===== config.mk =====
export PLATFORM = sky130hd
export DESIGN_NAME = spi_master_multi
export DESIGN_NICKNAME = d
export VERILOG_FILES = /design/src/rtl/spi_master_multi.sv
export SDC_FILE = /design/constraint.sdc
export NUM_CORES = 1
export LEC_CHECK = 0
export CELL_PAD_IN_SITES_DETAIL_PLACEMENT = 1
export CELL_PAD_IN_SITES_GLOBAL_PLACEMENT = 2
export CORE_ASPECT_RATIO = 0.5
export CORE_MARGIN = 2
export CORE_UTILIZATION = 30
export DETAILED_ROUTE_END_ITERATION = 8
export GPL_TIMING_DRIVEN = 0
export PLACE_DENSITY_LB_ADDON = 0.1
export SLEW_MARGIN = 15
export SYNTH_ARGS = -nofsm -noshare
export SYNTH_HDL_FRONTEND = slang
export SYNTH_SLANG_ARGS = --single-unit
export TNS_END_PERCENT = 10

===== constraint.sdc =====
create_clock -name clk -period 8.9 [get_ports clk]
set_clock_uncertainty 0.05 [all_clocks]
set_input_delay 1.78 -clock clk [delete_from_list [all_inputs] [get_ports clk]]
set_output_delay 1.78 -clock clk [all_outputs]
set_load 0.02 [all_outputs]

===== src/rtl/spi_master_multi.sv =====
// -----------------------------------------------------------------------------
// spi_master_multi
//
// SPI master that runs one frame per request: a CMD_W-bit command followed by
// a DATA_W-bit data word, MSB first. Supports all four CPOL/CPHA modes, a
// runtime SCLK half-period divider and NUM_CS active-low chip selects.
//
// Ports
//   clk, rst_n     system clock (rising edge), synchronous active-low reset
//   start_tx       request; accepted only in IDLE (spi_busy=0)
//   cmd_in         command word
//   data_in        write data (ignored on read frames)
//   rd_in          1 = read frame, 0 = write frame
//   cs_sel         target chip-select index; >= NUM_CS is rejected (req_err)
//   cpol, cpha     SPI mode for the frame
//   clk_div        half-period H = max(clk_div,1)+1 clk cycles
//   spi_busy       frame in progress (SETUP/SHIFT/HOLD)
//   tx_done        one-cycle completion pulse
//   req_err        one-cycle pulse, request rejected
//   data_read_out  last read word
//   sclk_out, mosi_out, miso_in, cs_n_out   SPI bus
// -----------------------------------------------------------------------------
module spi_master_multi #(
  parameter int CMD_W  = 16,
  parameter int DATA_W = 16,
  parameter int NUM_CS = 8,
  parameter int DIV_W  = 16,
  localparam int CS_W  = (NUM_CS > 1) ? $clog2(NUM_CS) : 1
) (
  input  logic              clk,
  input  logic              rst_n,
  input  logic              start_tx,
  input  logic [CMD_W-1:0]  cmd_in,
  input  logic [DATA_W-1:0] data_in,
  input  logic              rd_in,
  input  logic [CS_W-1:0]   cs_sel,
  input  logic              cpol,
  input  logic              cpha,
  input  logic [DIV_W-1:0]  clk_div,
  output logic              spi_busy,
  output logic              tx_done,
  output logic              req_err,
  output logic [DATA_W-1:0] data_read_out,
  output logic              sclk_out,
  output logic              mosi_out,
  input  logic              miso_in,
  output logic [NUM_CS-1:0] cs_n_out
);

  localparam int N  = CMD_W + DATA_W;
  localparam int EW = $clog2(2 * N);
  localparam logic [EW-1:0]  LAST_EDGE = EW'(2 * N - 1);
  localparam logic [EW-1:0]  EDGE_ONE  = EW'(1);
  localparam logic [DIV_W:0] CNT_ONE   = (DIV_W + 1)'(1);

  localparam logic [2:0] IDLE  = 3'd0;
  localparam logic [2:0] SETUP = 3'd1;
  localparam logic [2:0] SHIFT = 3'd2;
  localparam logic [2:0] HOLD  = 3'd3;
  localparam logic [2:0] DONE  = 3'd4;

  logic [2:0]        state;
  logic [DIV_W:0]    cnt;       // cycles spent in the current half-period
  logic [DIV_W-1:0]  hm1;       // latched H-1 = max(clk_div,1)
  logic [EW-1:0]     edge_idx;  // SCLK edges already issued in SHIFT
  logic [N-1:0]      tx_sr;
  logic [DATA_W-1:0] rx_sr;
  logic              cpha_q;
  logic              rd_q;

  logic              cs_bad;
  logic              half_up;
  logic              hold_up;
  logic              leading;
  logic              sample_edge;

  always_comb begin
    cs_bad      = ({1'b0, cs_sel} >= (CS_W + 1)'(NUM_CS));
    half_up     = (cnt == {1'b0, hm1});
    // HOLD runs one cycle past H so that DONE lands at H*(2N+2)+1.
    hold_up     = (cnt == ({1'b0, hm1} + CNT_ONE));
    leading     = ~edge_idx[0];
    // CPHA=0 samples on leading edges, CPHA=1 on trailing edges.
    sample_edge = leading ^ cpha_q;
  end

  assign spi_busy = (state == SETUP) || (state == SHIFT) || (state == HOLD);
  assign tx_done  = (state == DONE);

  // NOTE: sequential state uses non-blocking assignments only, so every
  // register samples the pre-edge values of the others.
  always_ff @(posedge clk) begin
    if (!rst_n) begin
      // NOTE: shift registers are reset too; nothing of an aborted frame
      // may surface later, and the cost is negligible at this size.
      state         <= IDLE;
      cnt           <= '0;
      hm1           <= '0;
      edge_idx      <= '0;
      tx_sr         <= '0;
      rx_sr         <= '0;
      cpha_q        <= 1'b0;
      rd_q          <= 1'b0;
      req_err       <= 1'b0;
      data_read_out <= '0;
      sclk_out      <= 1'b0;
      mosi_out      <= 1'b0;
      cs_n_out      <= '1;
    end else begin
      req_err <= 1'b0;
      case (state)
        IDLE: begin
          if (start_tx) begin
            if (cs_bad) begin
              req_err <= 1'b1;
            end else begin
              state    <= SETUP;
              cnt      <= '0;
              edge_idx <= '0;
              hm1      <= (clk_div == '0) ? DIV_W'(1) : clk_div;
              tx_sr    <= {cmd_in, rd_in ? DATA_W'(0) : data_in};
              mosi_out <= cmd_in[CMD_W-1];
              cpha_q   <= cpha;
              rd_q     <= rd_in;
              sclk_out <= cpol;
              cs_n_out <= ~(NUM_CS'(1) << cs_sel);
            end
          end
        end

        SETUP: begin
          if (half_up) begin
            cnt   <= '0;
            state <= SHIFT;
          end else begin
            cnt <= cnt + CNT_ONE;
          end
        end

        SHIFT: begin
          if (half_up) begin
            cnt      <= '0;
            sclk_out <= ~sclk_out;
            edge_idx <= edge_idx + EDGE_ONE;
            if (sample_edge) begin
              // Command-phase samples fall off the top; only the last
              // DATA_W samples (the data phase) remain at the end.
              rx_sr <= (rx_sr << 1) | DATA_W'(miso_in);
            end else if (!(cpha_q == 1'b0 && edge_idx == LAST_EDGE) &&
                         !(cpha_q == 1'b1 && edge_idx == '0)) begin
              tx_sr    <= tx_sr << 1;
              mosi_out <= tx_sr[N-2];
            end
            if (edge_idx == LAST_EDGE) begin
              state <= HOLD;
            end
          end else begin
            cnt <= cnt + CNT_ONE;
          end
        end

        HOLD: begin
          if (hold_up) begin
            cnt      <= '0;
            state    <= DONE;
            cs_n_out <= '1;
            if (rd_q) begin
              data_read_out <= rx_sr;
            end
          end else begin
            cnt <= cnt + CNT_ONE;
          end
        end

        DONE: begin
          state <= IDLE;
        end

        default: begin
          state    <= IDLE;
          cs_n_out <= '1;
        end
      endcase
    end
  end

endmodule

==> impl_results.md <==
- Max-slew violation count: 0
- Most prevalent standard cell on the critical path: sky130_fd_sc_hd__nand2_1
- Final hold viol count: 0
- DRT Wirelength: 17,980 µm
- Worst setup margin: 4.539 ns
- I/O Pins: 87
- Wire length per cell after detailed routing: 16.63 µm
- Critical path depth in cells: 9
- Required time worst endpoint: 9.21 ns
- Net count reported at finish: 871
- Via count of the first global-routing pass: 5,554
- Most area-hungry cell type in the Yosys netlist: sky130_fd_sc_hd__dfxtp_1
- Total CTS buffers: 17
- Die span in y: 101.8 µm
- Synth cell types: 61
- Arrival time at the worst endpoint: 4.68 ns
- Worst vdd rail ir drop: 0.1296 mV
- Initial standard-cell utilization of the core: 30.92%
- Number of buffers and inverters on the critical path: 3
- R2r worst-path depth: 10
- TritonCTS clock tree: built
- Share of final-layout standard cells stronger than drive strength 1: 6.083%
- Most used standard cells in the synthesized netlist: 117 x sky130_fd_sc_hd__dfxtp_1, 104 x sky130_fd_sc_hd__nand2_1, 103 x sky130_fd_sc_hd__nor2_1, 40 x sky130_fd_sc_hd__clkbuf_1, 34 x sky130_fd_sc_hd__a21oi_1
- Worst slew pin tran: 0.8121 ns
- Worst path top cell family by delay: simple AND/OR/NAND/NOR gates
- Power density over the cells: 198.2 nW/µm²
- Most used flip-flop cell after synthesis: sky130_fd_sc_hd__dfxtp_1
- Slew HR: 45.41%
- CP Capture Type: register
- Synthesized cell area: 5742 µm²
- DRT Pass-1 Iters: 4
- Count of input and output buffers: 84
- Max-cap check violation count: 0
- Global-route wire length before repair: 29,680 µm
- RePlAce Congestion: 0.8386
- Critical path type: input port to register
- Minimum clock period after layout: 4.361 ns
- Hold bufs inserted after CTS: 0
- # diodes: 0
- Critical-path cell with the highest stage delay: sky130_fd_sc_hd__nor2_1
- Number of antenna violations at the first check in global routing: 0
- Clock insertion delay at the later pin of the skew report: 0.43 ns
- Largest net degree at the start of global routing: 17
- Largest fanout on the critical path: 10
- Core footprint: 18,570 µm²
- Launch point of the critical path: start_tx
- Fraction of registers with async set or reset after synthesis: 0%
- Routed via count: 5,440
- Unrepaired setup endpoints after global routing: no
- Multiplexer share of the synthesized area: 5.579%
- End of the worst register-to-register path: data_read_out[7]$_SDFFE_PN0P_
- Largest family of logic cells by synthesized area: simple AND/OR/NAND/NOR gates
- Startpoint of the worst-slack reg-to-reg timing path: hm1[1]$_SDFFE_PN0P_
- Count of non-filler cells in the finished layout: 1,081
- Xor and xnor area share after synthesis: 5.186%
- Clock root buffer: sky130_fd_sc_hd__clkbuf_16
- Number of resized instances in the post-cts repair step: 0
- Worst reg2reg setup slack: 5.31 ns
- Share of Yosys cell area claimed by the top area cell type: 40.79%
- Number of clock sinks seen by CTS: 117
- Most common cell in the netlist: sky130_fd_sc_hd__dfxtp_1
- Number of placed instances, taps included: 1,049
- Global-route usage over all layers: 18.94%
- Startpoint Class: input port
- Cell-by-cell listing of the critical path: clkdlybuf4s50_1 -> nor2b_1 -> nand2_1 -> clkbuf_1 -> nand2_1 -> nor2_1 -> clkbuf_1 -> nand2_1 -> nand2_1
- Syn avg cell area: 8.133 µm²
- Adder and majority cell fraction of the synthesized area: 0.8716%
- Path class of the lowest-slack min-delay path: register to register
- Standby leakage power: 2.738 nW
- Total power draw: 1.492 mW
- Number of violations reported at the end of detailed-routing iteration 0: 242
- Remaining DRCs: 0
- Number of antenna-violating nets in the routed design: 0
- Count of state elements after synthesis: 117
- Post-synth net total: 768
- Horiz. Die Dim: 199.7 µm
- Number of H-tree levels: 4
- Maximum clock rate: 229.3 MHz
- Largest cells by area after synthesis: sky130_fd_sc_hd__dfxtp_1 41%, sky130_fd_sc_hd__nand2_1 6.8%, sky130_fd_sc_hd__nor2_1 6.7%, sky130_fd_sc_hd__mux2i_1 5.6%, sky130_fd_sc_hd__xor2_1 3.2%
- Simple-gate portion of the synthesized area: 27.00%
- Pre-CTS worst setup slack: 4.036 ns
- Buffers inserted during post-CTS setup optimization: 0
- Share of the synthesized area in compound gates (AO/OA/AOI/OAI): 16.08%
- Sequential element share of the synthesized area: 40.79%
- Core Util, Final: 40.55%
- Max stage delay on crit path: 0.65 ns
- Sum of net half-perimeters after detailed placement: 13,060 µm
- Critical path destination: cnt[13]$_SDFFE_PN0P_
- Final setup violation count: 0
- # rows: 35
- Overflow left after global routing: 0
- Tcrit/Tclk final: 49.01%
- Layout overhead on the synthesized area: 31.14%
- Number of enable-type register cells in the synthesized netlist: 0
- Clock Pin Slew Worst Setup and Hold Paths: 0.06 ns
- Bufs on Longest Clock Path: 2
- Post-route setup TNS: 0 ns
- Routed via count divided by cell count: 5.032
- Syn. warnings: 0
- Outcome: completed
- Area of the die: 20,330 µm²
- Post-synthesis instance total: 706
cells by family after synthesis:
| kind of cell | count (synthesis) |
|---|---|
| fa+ha+maj | 4 |
| flops | 117 |
| mux | 32 |
| xor+xnor | 34 |
| simple gates | 324 |
| buf+inv | 63 |
| other cells | 1 |
| compound gates | 131 |
worst register-to-register path, delay by kind of cell, from the launching register on:
family / cells / cell delay [ns]
AND/OR/NAND/NOR: 5 / 1.73
flip-flops: 1 / 0.46
AO/OA/AOI/OAI: 2 / 0.38
adder cells (fa/ha/maj): 1 / 0.34
buffers and inverters: 1 / 0.27
multiplexers: 1 / 0.23
per-layer routing:
layer | GRT usage, % | share of wire [%] | up-vias | wire [µm]
met4 | 5.242 | 0.97 | 0 | 174
met2 | 31.20 | 45 | 53 | 8170
li1 | - | - | 2702 | -
met5 | 0 | 0 | - | 0
met3 | 4.455 | 2.7 | 17 | 478
met1 | 25.05 | 51 | 2668 | 9153
cell usage in the layout (no fill, tap or decap), types with 3 or more instances in the layout:
cell type and instances:
sky130_fd_sc_hd__ha_1 4, sky130_fd_sc_hd__o21ai_0 15, sky130_fd_sc_hd__o21a_1 3, sky130_fd_sc_hd__nor3b_1 15, sky130_fd_sc_hd__clkbuf_16 17, sky130_fd_sc_hd__o221ai_1 10, sky130_fd_sc_hd__nor2b_1 10, sky130_fd_sc_hd__nand3_1 17
sky130_fd_sc_hd__and2_1 11, sky130_fd_sc_hd__nand2_1 104, sky130_fd_sc_hd__dfxtp_1 117, sky130_fd_sc_hd__a311oi_1 17, sky130_fd_sc_hd__nor4_1 15, sky130_fd_sc_hd__xor2_1 21, sky130_fd_sc_hd__clkbuf_1 40, sky130_fd_sc_hd__inv_1 15
sky130_fd_sc_hd__nand4_1 9, sky130_fd_sc_hd__o21ai_1 7, sky130_fd_sc_hd__buf_2 5, sky130_fd_sc_hd__and3_1 10, sky130_fd_sc_hd__nor2_1 103, sky130_fd_sc_hd__a22o_1 9, sky130_fd_sc_hd__bufinv_16 3, sky130_fd_sc_hd__inv_6 4
sky130_fd_sc_hd__nor3_1 14, sky130_fd_sc_hd__nand2b_1 3, sky130_fd_sc_hd__clkdlybuf4s50_1 84, sky130_fd_sc_hd__a211oi_1 15, sky130_fd_sc_hd__xnor2_1 13, sky130_fd_sc_hd__clkinv_4 4, sky130_fd_sc_hd__a21oi_1 34, sky130_fd_sc_hd__mux2i_1 32
stage by stage:
stage | cell area (µm²) | hold slack [ns]
global route | 7530 | 0.4289
finish | 7530 | 0.4126
detailed placement | 6907 | 0.4052
CTS | 7530 | 0.4136
floorplan | 5742 | 0.3864
global placement | 6907 | 0.4033
state kept, by name (all words and copies together) (netlist names):
name           cells
rx_sr             16
hm1               16
cs_n_out           8
edge_idx           6
rd_q               1
data_read_out     16
mosi_out           1
cpha_q             1
cnt               17
state              3
tx_sr             31
sclk_out           1
power by group:
part / switching (mW) / internal, mW / total (mW)
Sequential: 0.0207 / 0.549 / 0.570
Combinational: 0.108 / 0.0733 / 0.181
Clock: 0.282 / 0.460 / 0.742
layout make-up:
class	instances	area [µm²]
clock inverter	13	170.2
tap	259	324.1
multi-input combinational	526	3146
sequential	117	2342
timing repair buffer	84	840.8
inverter	15	56.30
buffer	48	197.7
fill	2208	11040
clock buffer	19	452.9
worst min-delay path by stage:
stage / start / cells after the start / end
detailed placement: rd_q$_SDFFE_PN0P_ / 2 / rd_q$_SDFFE_PN0P_
global route: rd_q$_SDFFE_PN0P_ / 2 / rd_q$_SDFFE_PN0P_
global placement: rd_q$_SDFFE_PN0P_ / 2 / rd_q$_SDFFE_PN0P_
CTS: rd_q$_SDFFE_PN0P_ / 2 / rd_q$_SDFFE_PN0P_
floorplan: rd_q$_SDFFE_PN0P_ / 2 / rd_q$_SDFFE_PN0P_
finish: rd_q$_SDFFE_PN0P_ / 2 / rd_q$_SDFFE_PN0P_
Note: power is estimated with default switching activity, not from simulation.
